[src/rtl/fifo_wr_ingress.sv]
// fifo_wr_ingress
// Write-side ingress stage in front of the async FIFO write-pointer/full logic.
// Producer beats arrive on a valid/ready handshake and go into a 2-entry skid
// buffer (head + skid). The head is written into the FIFO whenever wfull is low.
// The block also keeps debug counters for writes, stall cycles and dropped beats.
//
// Ports:
//   wclk       write-domain clock
//   wrst_n     asynchronous active-low reset
//   in_valid   producer beat valid
//   in_ready   ingress can take a beat
//   in_data    producer data
//   wfull      FIFO full, from the write-pointer/full block
//   winc       write strobe / memory write enable (head_valid & ~wfull)
//   wdata      write data to FIFO memory (buffer head)
//   buf_lvl    skid buffer occupancy, 0..2
//   cnt_clr    synchronous clear of all counters
//   wr_cnt     writes issued (wrapping)
//   stall_cnt  cycles with data held while wfull is high (saturating)
//   drop_cnt   beats dropped in DROP_ON_FULL mode (saturating)
module fifo_wr_ingress #(
   parameter int unsigned DSIZE        = 8,
   parameter int unsigned CNT_W        = 16,
   parameter bit          DROP_ON_FULL = 1'b0
) (
   input  logic             wclk,
   input  logic             wrst_n,
   input  logic             in_valid,
   output logic             in_ready,
   input  logic [DSIZE-1:0] in_data,
   input  logic             wfull,
   output logic             winc,
   output logic [DSIZE-1:0] wdata,
   output logic [1:0]       buf_lvl,
   input  logic             cnt_clr,
   output logic [CNT_W-1:0] wr_cnt,
   output logic [CNT_W-1:0] stall_cnt,
   output logic [CNT_W-1:0] drop_cnt
);

   typedef enum logic [1:0] {
      EMPTY = 2'd0,
      ONE   = 2'd1,
      TWO   = 2'd2
   } state_t;

   state_t           state;
   state_t           state_nxt;
   logic [DSIZE-1:0] head;
   logic [DSIZE-1:0] head_nxt;
   logic [DSIZE-1:0] skid;
   logic [DSIZE-1:0] skid_nxt;
   logic             ready_q;
   logic             head_valid;
   logic             pop;
   logic             accept;
   logic             drop;

   assign head_valid = (state != EMPTY);
   // wfull may rise asynchronously; the pointer block samples the same wfull
   // at the edge, so winc is only meaningful there and never high with wfull.
   assign winc       = head_valid & ~wfull;
   assign pop        = winc;
   assign in_ready   = DROP_ON_FULL ? 1'b1 : ready_q;
   assign accept     = in_valid & in_ready;
   // Only reachable in drop mode: backpressure mode keeps in_ready low in TWO.
   assign drop       = DROP_ON_FULL && (state == TWO) && in_valid && !pop;
   assign wdata      = head;
   assign buf_lvl    = state;

   always_comb begin
      state_nxt = state;
      head_nxt  = head;
      skid_nxt  = skid;
      case (state)
         EMPTY: begin
            if (accept) begin
               state_nxt = ONE;
               head_nxt  = in_data;
            end
         end
         ONE: begin
            if (accept && !pop) begin
               state_nxt = TWO;
               skid_nxt  = in_data;
            end else if (pop && !accept) begin
               state_nxt = EMPTY;
            end else if (pop && accept) begin
               head_nxt  = in_data;
            end
         end
         TWO: begin
            if (pop) begin
               head_nxt = skid;
               if (accept) begin
                  skid_nxt = in_data;
               end else begin
                  state_nxt = ONE;
               end
            end
         end
         default: begin
            state_nxt = EMPTY;
         end
      endcase
   end

   always_ff @(posedge wclk or negedge wrst_n) begin
      if (!wrst_n) begin
         state   <= EMPTY;
         head    <= '0;
         skid    <= '0;
         ready_q <= 1'b1;
      end else begin
         state   <= state_nxt;
         head    <= head_nxt;
         skid    <= skid_nxt;
         ready_q <= (state_nxt != TWO);
      end
   end

   always_ff @(posedge wclk or negedge wrst_n) begin
      if (!wrst_n) begin
         wr_cnt    <= '0;
         stall_cnt <= '0;
         drop_cnt  <= '0;
      end else if (cnt_clr) begin
         wr_cnt    <= '0;
         stall_cnt <= '0;
         drop_cnt  <= '0;
      end else begin
         if (pop) begin
            wr_cnt <= wr_cnt + CNT_W'(1);
         end
         if (head_valid && wfull && (stall_cnt != '1)) begin
            stall_cnt <= stall_cnt + CNT_W'(1);
         end
         if (drop && (drop_cnt != '1)) begin
            drop_cnt <= drop_cnt + CNT_W'(1);
         end
      end
   end

endmodule

[config.mk]
export PLATFORM = sky130hd
export DESIGN_NAME = fifo_wr_ingress
export DESIGN_NICKNAME = d
export VERILOG_FILES = /design/src/rtl/fifo_wr_ingress.sv
export SDC_FILE = /design/constraint.sdc
export NUM_CORES = 1
export LEC_CHECK = 0
export CORE_UTILIZATION = 65
export CTS_CLUSTER_SIZE = 12
export DETAILED_ROUTE_END_ITERATION = 10
export DONT_BUFFER_PORTS = 1
export PLACE_DENSITY_LB_ADDON = 0.25
export SYNTH_ARGS = -nofsm -noshare
export SYNTH_HDL_FRONTEND = slang
export SYNTH_SLANG_ARGS = --single-unit
[constraint.sdc]
create_clock -name wclk -period 4.3 [get_ports wclk]
set_input_delay 0.86 -clock wclk [delete_from_list [all_inputs] [get_ports wclk]]
set_output_delay 0.86 -clock wclk [all_outputs]
set_load 0.02 [all_outputs]
==> metrics.md, run 1 <==
| Metric | Value |
|---|---|
| First-pass GRT wire length | `8.300 mm` |
| Worst EP arrival | `2.57 ns` |
| Layout area overhead | `2.713%` |
| Fin area | `0.002748 mm²` |
| Vias in the first global route | `1860` |
| CTS Hold Buffers Added | `0` |
| Root buf cell | `clkbuf_8` |
| Slew @ Worst Pin | `1.014 ns` |
| Setup tns final | `0 ns` |
| Worst setup SP type | `flip-flop` |
| Sequential share of power | `55.6%` |
| Final Cycle Share | `56.41%` |
| Mapped Avg Cell Area | `9.982 µm²` |
| H-tree Lvls | `2` |
| Skew final | `0.008176 ns` |
| IO Pins | `73` |
| Synth warn | `0` |
| Number of synthesized flops with an enable pin | `0` |
| Most frequent cells in the layout | `dfrtp_1 (50), nand2_1 (23), nor2_1 (20)` |
| Port Buffer Count | `0` |
| Clock buffer depth | `2` |
| Initial antenna violation count | `0` |
| Fin crit period | `2.426 ns` |
| Routed Antenna Nets | `0` |
| Register area share after synthesis | `47.75%` |
| Crit Path Max Fanout | `16` |
| Post-synth top area share | `46.77%` |
| Gr usage total | `25.33%` |
| MaxCap Viol Count | `0` |
| Mapped cell area | `0.002675 mm²` |
| Layout cells sized above 1 | `12.03%` |
| Layout Utilization | `72.33%` |
| Pint | `877.9 µW` |
| Pre-antenna DRT Iters | `4` |
| Critical path's slowest cell | `a2bb2oi_1` |
| Total die area | `0.004376 mm²` |
| WS Path Type | `reg -> reg` |
| Cell Count, Final, Fillers Out | `314` |
| RSZ-0062 raised after global routing | `false` |
| CTS tree | `done` |
| Core Region | `0.003799 mm²` |
| Via density | `6.057` |
| Post-CTS Setup Inserts | `0` |
| Run status | `complete, no violations` |
| Slowest cell delay on critical path | `0.85 ns` |
| FFs w/ async S/R, synth | `100.0%` |
| Die Y | `66.15 µm` |
| Switching share of power | `33.66%` |
| Fmax | `0.4123 GHz` |
| Cell count after synthesis | `268` |
| DP HPWL | `3.457 mm` |
| Final hold violations | `0` |
| Fillers | `290` |
| Num Clock Sinks | `51` |
| Synth cell types | `48` |
| Cell count after placement | `306` |
| Commonest non-fill, non-tap cell in the layout | `dfrtp_1` |
| Final setup viols | `0` |
| DRC viols | `0` |
| P_leak | `1.207 nW` |
| 1st-iter DRT viols | `141` |
| WP data required | `4.45 ns` |
| Top_reg_cell synth | `dfrtp_1` |
| Number of nets in the layout | `280` |
| Yosys top cell by area | `dfrtp_1` |
| Num rows | `22` |
| WL/cell | `15.77 µm` |
| Synth Register Bits | `51` |
| Gpl congestion | `0.7463` |
| Grt total ovfl | `0` |
| Pwr Total | `1.323 mW` |
| P per Cell Area | `481.6 mW/mm²` |
| Fin. max-slew vios | `0` |
| # resized after CTS | `0` |
| Largest net degree at the start of global routing | `52` |
| Critical Path, Cell by Cell | `nand2b_1 -> a2bb2oi_1 -> o21ai_0` |
| Synth top area cells | `dfrtp_1 (47%), mux2_2 (7.6%), buf_4 (4.8%)` |
| Number of buffers created by CTS | `5` |
| Antenna Cells | `0` |
| Combinational Power Share | `18.3%` |
| Die width | `66.15 µm` |
| Via count | `1902` |
| DP Area | `0.002630 mm²` |
| Slew headroom | `32.16%` |
| Clk pwr share | `26.1%` |
| Clock-pin slew on the worst setup and hold paths | `0.09 ns` |
| Maximum vdd drop | `0.0004502 V` |
| Psw | `445.3 µW` |
| WL final | `4.953 mm` |
| Clk_lat worst skew | `0.31 ns` |
| CP endpoint kind | `flip-flop` |
| Starting Density | `70.42%` |
| Hold crit path type | `in -> async` |
==> path summary, 6_finish.rpt <==
check | cells after the start | slack, ns | to | start
hold reg to reg | 1 | 0.51 | skid[3] | skid[3]
setup / recovery | 3 | 1.87 | wdata[3] | buf_lvl[0]
hold / removal | 0 | 0.23 | wr_cnt[4] | wrst_n
setup reg to reg | 3 | 1.87 | wdata[3] | buf_lvl[0]
max in group asynchronous | 0 | 3.88 | in_ready | wrst_n
min in group wclk | 1 | 0.51 | skid[3] | skid[3]
==> per-stage QoR <==
step	hold slack (ns)	worst slack (ns)
floorplan	0.4800	2.038
global placement	0.4888	1.944
detailed placement	0.4952	1.868
CTS	0.2254	1.861
global route	0.2119	1.505
finish	0.2332	1.874
==> routing by layer <==
| metal | part of all wire (%) | track usage [%] |
|---|---|---|
| met1 | 44 | 31.93 |
| met2 | 47 | 40.43 |
| met3 | 7.4 | 7.414 |
| met4 | 1.8 | 10.90 |
| met5 | 0 | 0 |
==> cells in the mapped netlist, drive strengths merged, types with 2 or more instances <==
cell,n
a211oi,3
a21oi,16
a311oi,2
and2,3
and3,2
and4,3
buf,21
clkbuf,4
dfrtp,50
ha,2
inv,7
mux2,18
mux2i,9
nand2,23
nand3,9
nand4,7
nor2,21
nor2b,8
nor3,6
nor4,2
o21ai,16
or3,7
or4,2
xnor2,5
xor2,3
==> worst max-delay path: cells and delay by family, from the launching register on <==
kind	cells	cell delay [ns]
DFF	1	0.62
and+or+nand+nor	1	0.57
AOI/OAI and AO/OA	2	1.07
==> power by group through the flow <==
stage / Clock, mW / Sequential (mW) / Combinational, mW
2_1_floorplan: 0 / 0.714 / 0.241
3_3_place_gp: 0 / 0.741 / 0.232
3_5_place_dp: 0 / 0.745 / 0.243
4_1_cts: 0.353 / 0.736 / 0.244
5_1_grt: 0.371 / 0.751 / 0.277
6_report: 0.345 / 0.735 / 0.243
==> flip-flops by register name (all words and copies together) (netlist names) <==
register	count
buf_lvl	2
in_ready	1
skid	8
stall_cnt	16
wdata	8
wr_cnt	16
==> cell type report <==
type,instances,area (µm²),share of cell area [%]
sequential,51,1277,46.49
multi-input combinational,200,1266,46.08
clock buffer,6,82.58,3.005
tap,48,60.06,2.186
clock inverter,2,35.03,1.275
inverter,7,26.28,0.9563
==> logic make-up (layout without fill, tap and decap cells) <==
logic type      after synthesis  in the layout  share of synthesized area [%]
mux                          27             27                          10.94
buf+inv                      32             15                          7.016
simple gates                 98             98                          18.99
xor+xnor                      8              8                          2.619
fa+ha+maj                     2              2                         0.9353
other cells                   1             16                         0.1402
compound gates               49             49                          11.60
flops                        51             51                          47.76
Note: power is estimated with default switching activity, not from simulation.
==> inputs of run 2 (changes only) <==
--- a/config.mk
+++ b/config.mk
@@ -5,7 +5,8 @@
 export SDC_FILE = /design/constraint.sdc
 export NUM_CORES = 1
 export LEC_CHECK = 0
-export CORE_UTILIZATION = 65
+export ABC_AREA = 1
+export CORE_UTILIZATION = 57
 export CTS_CLUSTER_SIZE = 12
 export DETAILED_ROUTE_END_ITERATION = 10
 export DONT_BUFFER_PORTS = 1
==> constraint.sdc (replaced) <==
create_clock -name wclk -period 2.1 [get_ports wclk]
set_input_delay 0.42 -clock wclk [delete_from_list [all_inputs] [get_ports wclk]]
set_output_delay 0.42 -clock wclk [all_outputs]
set_load 0.02 [all_outputs]
==> metrics.md, run 2 <==
| Metric | Value |
|---|---|
| Fmax | `0.5782 GHz (+40%)` |
| MaxCap Viol Count | `0 (unchanged)` |
| Worst EP arrival | `1.93 ns (-0.64 ns)` |
| Gr usage total | `24.92% (-0.42 points)` |
| Most frequent cell after synthesis | `nand2_1` |
| WP data required | `2.30 ns (-2.15 ns)` |
| Die width | `73.18 µm (+11%)` |
| Fillers | `433 (+49%)` |
| Synth cell types | `26 (-46%)` |
| Top_reg_cell synth | `dfrtp_1` |
| Setup tns final | `0 ns (unchanged)` |
| Mapped cell area | `0.002888 mm² (+8.0%)` |
| Pre-antenna DRT Iters | `4 (unchanged)` |
| Root buf cell | `clkbuf_8` |
| Num Clock Sinks | `51 (unchanged)` |
| Cell count after synthesis | `383 (+43%)` |
| Final hold violations | `0 (unchanged)` |
| Clock-pin slew on the worst setup and hold paths | `0.10 ns (about the same)` |
| Placement Setup Slack | `0.3946 ns (-1.473 ns)` |
| Synth warn | `0 (unchanged)` |
| Num rows | `25 (+14%)` |
| Gpl congestion | `0.8482 (+14%)` |
| H-tree Lvls | `2 (unchanged)` |
| Number of buffers created by CTS | `5 (unchanged)` |
| Port Buffer Count | `0 (unchanged)` |
| P_leak | `1.513 nW (+25%)` |
| Worst setup SP type | `flip-flop` |
| CTS tree | `done` |
| Total die area | `0.005355 mm² (+22%)` |
| Yosys top cell by area | `dfrtp_1` |
| FFs w/ async S/R, synth | `100.0% (unchanged)` |
| # resized after CTS | `0 (unchanged)` |
| Commonest non-fill, non-tap cell in the layout | `nand2_1` |
| WL final | `6.064 mm (+22%)` |
| Synth Register Bits | `51 (unchanged)` |
| Initial antenna violation count | `0 (unchanged)` |
| Starting Density | `60.34% (-10 points)` |
| Most frequent cells in the layout | `nand2_1 (121), dfrtp_1 (50), nor2_1 (43)` |
| Top cells by count, synth | `nand2_1 (121), dfrtp_1 (50), nor2_1 (43), inv_1 (28), nand3_1 (27)` |
| Clk_lat worst skew | `0.31 ns (about the same)` |
| Crit Path Max Fanout | `16 (unchanged)` |
| Fin. max-slew vios | `0 (unchanged)` |
| Post-synth top area share | `43.33% (-3.4 points)` |
| Via density | `5.413 (-11%)` |
| RSZ-0062 raised after global routing | `false` |
| Hold crit path type | `in -> reg` |
| Register area share after synthesis | `44.24% (-3.5 points)` |
| Mapped Avg Cell Area | `7.540 µm² (-24%)` |
| Slowest cell delay on critical path | `0.40 ns (-0.45 ns)` |
| P per Cell Area | `736.2 mW/mm² (+53%)` |
| Largest net degree at the start of global routing | `52 (unchanged)` |
| Vias in the first global route | `2384 (+28%)` |
| Skew final | `0.007155 ns (-0.001021 ns)` |
| WL/cell | `13.13 µm (-17%)` |
| Critical Path, Cell by Cell | `ha_1 -> nand3_1 -> inv_2 -> nand2_2 -> nor2_4 -> nor2_4 -> nor2_8 -> nand2_1 -> nand2_1` |
| Fin crit period | `1.730 ns (-0.6962 ns)` |
| Layout Utilization | `64.63% (-7.7 points)` |
| IO Pins | `73 (unchanged)` |
| Synth top area cells | `dfrtp_1 (43%), nand2_1 (16%), nor2_1 (5.6%)` |
| Die Y | `73.18 µm (+11%)` |
| CP endpoint kind | `flip-flop` |
| Final Cycle Share | `82.36% (+26 points)` |
| Pwr Total | `2.277 mW (+72%)` |
| Number of nets in the layout | `409 (+46%)` |
| Layout cells sized above 1 | `12.41% (+0.37 points)` |
| Grt total ovfl | `0 (unchanged)` |
| Final setup margin | `0.3705 ns (-1.504 ns)` |
| Core Region | `0.004786 mm² (+26%)` |
| Number of synthesized flops with an enable pin | `0 (unchanged)` |
| Clock buffer depth | `2 (unchanged)` |
| Run status | `complete, no violations` |
| 1st-iter DRT viols | `207 (+47%)` |
| Antenna Cells | `0 (unchanged)` |
| Layout area overhead | `7.106%` |
| Routed Antenna Nets | `0 (unchanged)` |
| Largest regs | `stall_cnt (16), wr_cnt (16)` |
| DP HPWL | `4.296 mm (+24%)` |
| Maximum vdd drop | `0.0006183 V (+37%)` |
| Via count | `2501 (+31%)` |
| WS Path Type | `reg -> reg` |
| DRC viols | `0 (unchanged)` |
| Critical path's slowest cell | `dfrtp_1` |
| First-pass GRT wire length | `10.41 mm (+25%)` |
| Final setup viols | `0 (unchanged)` |
run 2: path summary, 6_finish.rpt:
kind	depth (start not counted)	startpoint	slack (ns)	endpoint
worst max-delay path	9	stall_cnt[0]	0.37	stall_cnt[9]
worst min-delay path	1	cnt_clr	0.16	wr_cnt[0]
worst max register to register	9	stall_cnt[0]	0.37	stall_cnt[9]
worst min register to register	2	skid[4]	0.48	skid[4]
max in group asynchronous	2	wrst_n	1.18	in_ready
min in group asynchronous	2	wrst_n	0.65	stall_cnt[3]
run 2: critical path: cells and delay by family, from the launching register on:
kind,cells,cell delay (ns)
adders and majority gates,1,0.23
buffers and inverters,1,0.07
DFF,1,0.40
and+or+nand+nor,7,0.91
run 2: cell families after synthesis:
| kind of cell | share of synthesized area [%] |
|---|---|
| compound gates | 6.239 |
| flops | 44.24 |
| fa+ha+maj | 0.8664 |
| simple gates | 37.35 |
| buf+inv | 9.965 |
| xor+xnor | 1.213 |
| other cells | 0.1299 |
run 2: final cells by class:
cell class	count	area (µm²)	share of cell area [%]
tap	67	83.83	2.710
timing repair buffer	12	112.6	3.641
clock buffer	5	68.82	2.225
sequential	51	1277	41.30
multi-input combinational	291	1379	44.58
inverter	33	123.9	4.005
clock inverter	3	47.55	1.537
run 2: per-stage QoR:
stage / instances / cell area (µm²) / hold WS, ns
3_3_place_gp: 452 / 2939 / 0.1255
3_5_place_dp: 452 / 2939 / 0.1255
6_report: 462 / 3093 / 0.1564
4_1_cts: 462 / 3093 / 0.1549
2_1_floorplan: 398 / 2944 / 0.1244
5_1_grt: 462 / 3093 / 0.1456
run 2: per-layer routing:
| layer | track usage, % | up-vias | share of wire, % |
|---|---|---|---|
| li1 | - | 1225 | - |
| met4 | 8.715 | 0 | 1.7 |
| met5 | 0 | - | 0 |
| met2 | 42.28 | 107 | 47 |
| met3 | 6.768 | 17 | 7.4 |
| met1 | 30.40 | 1152 | 43 |
run 2: timing repair:
action | in CTS | in global routing
hold endpoints to repair | 51 | 0
hold buffers | 2 | 0
buffers inserted | 0 | 0
run 2: power by group:
part,leakage (nW),internal (mW),switching (mW)
Clock,0.0587,0.362,0.351
Combinational,0.784,0.0998,0.226
Sequential,0.670,1.10,0.140
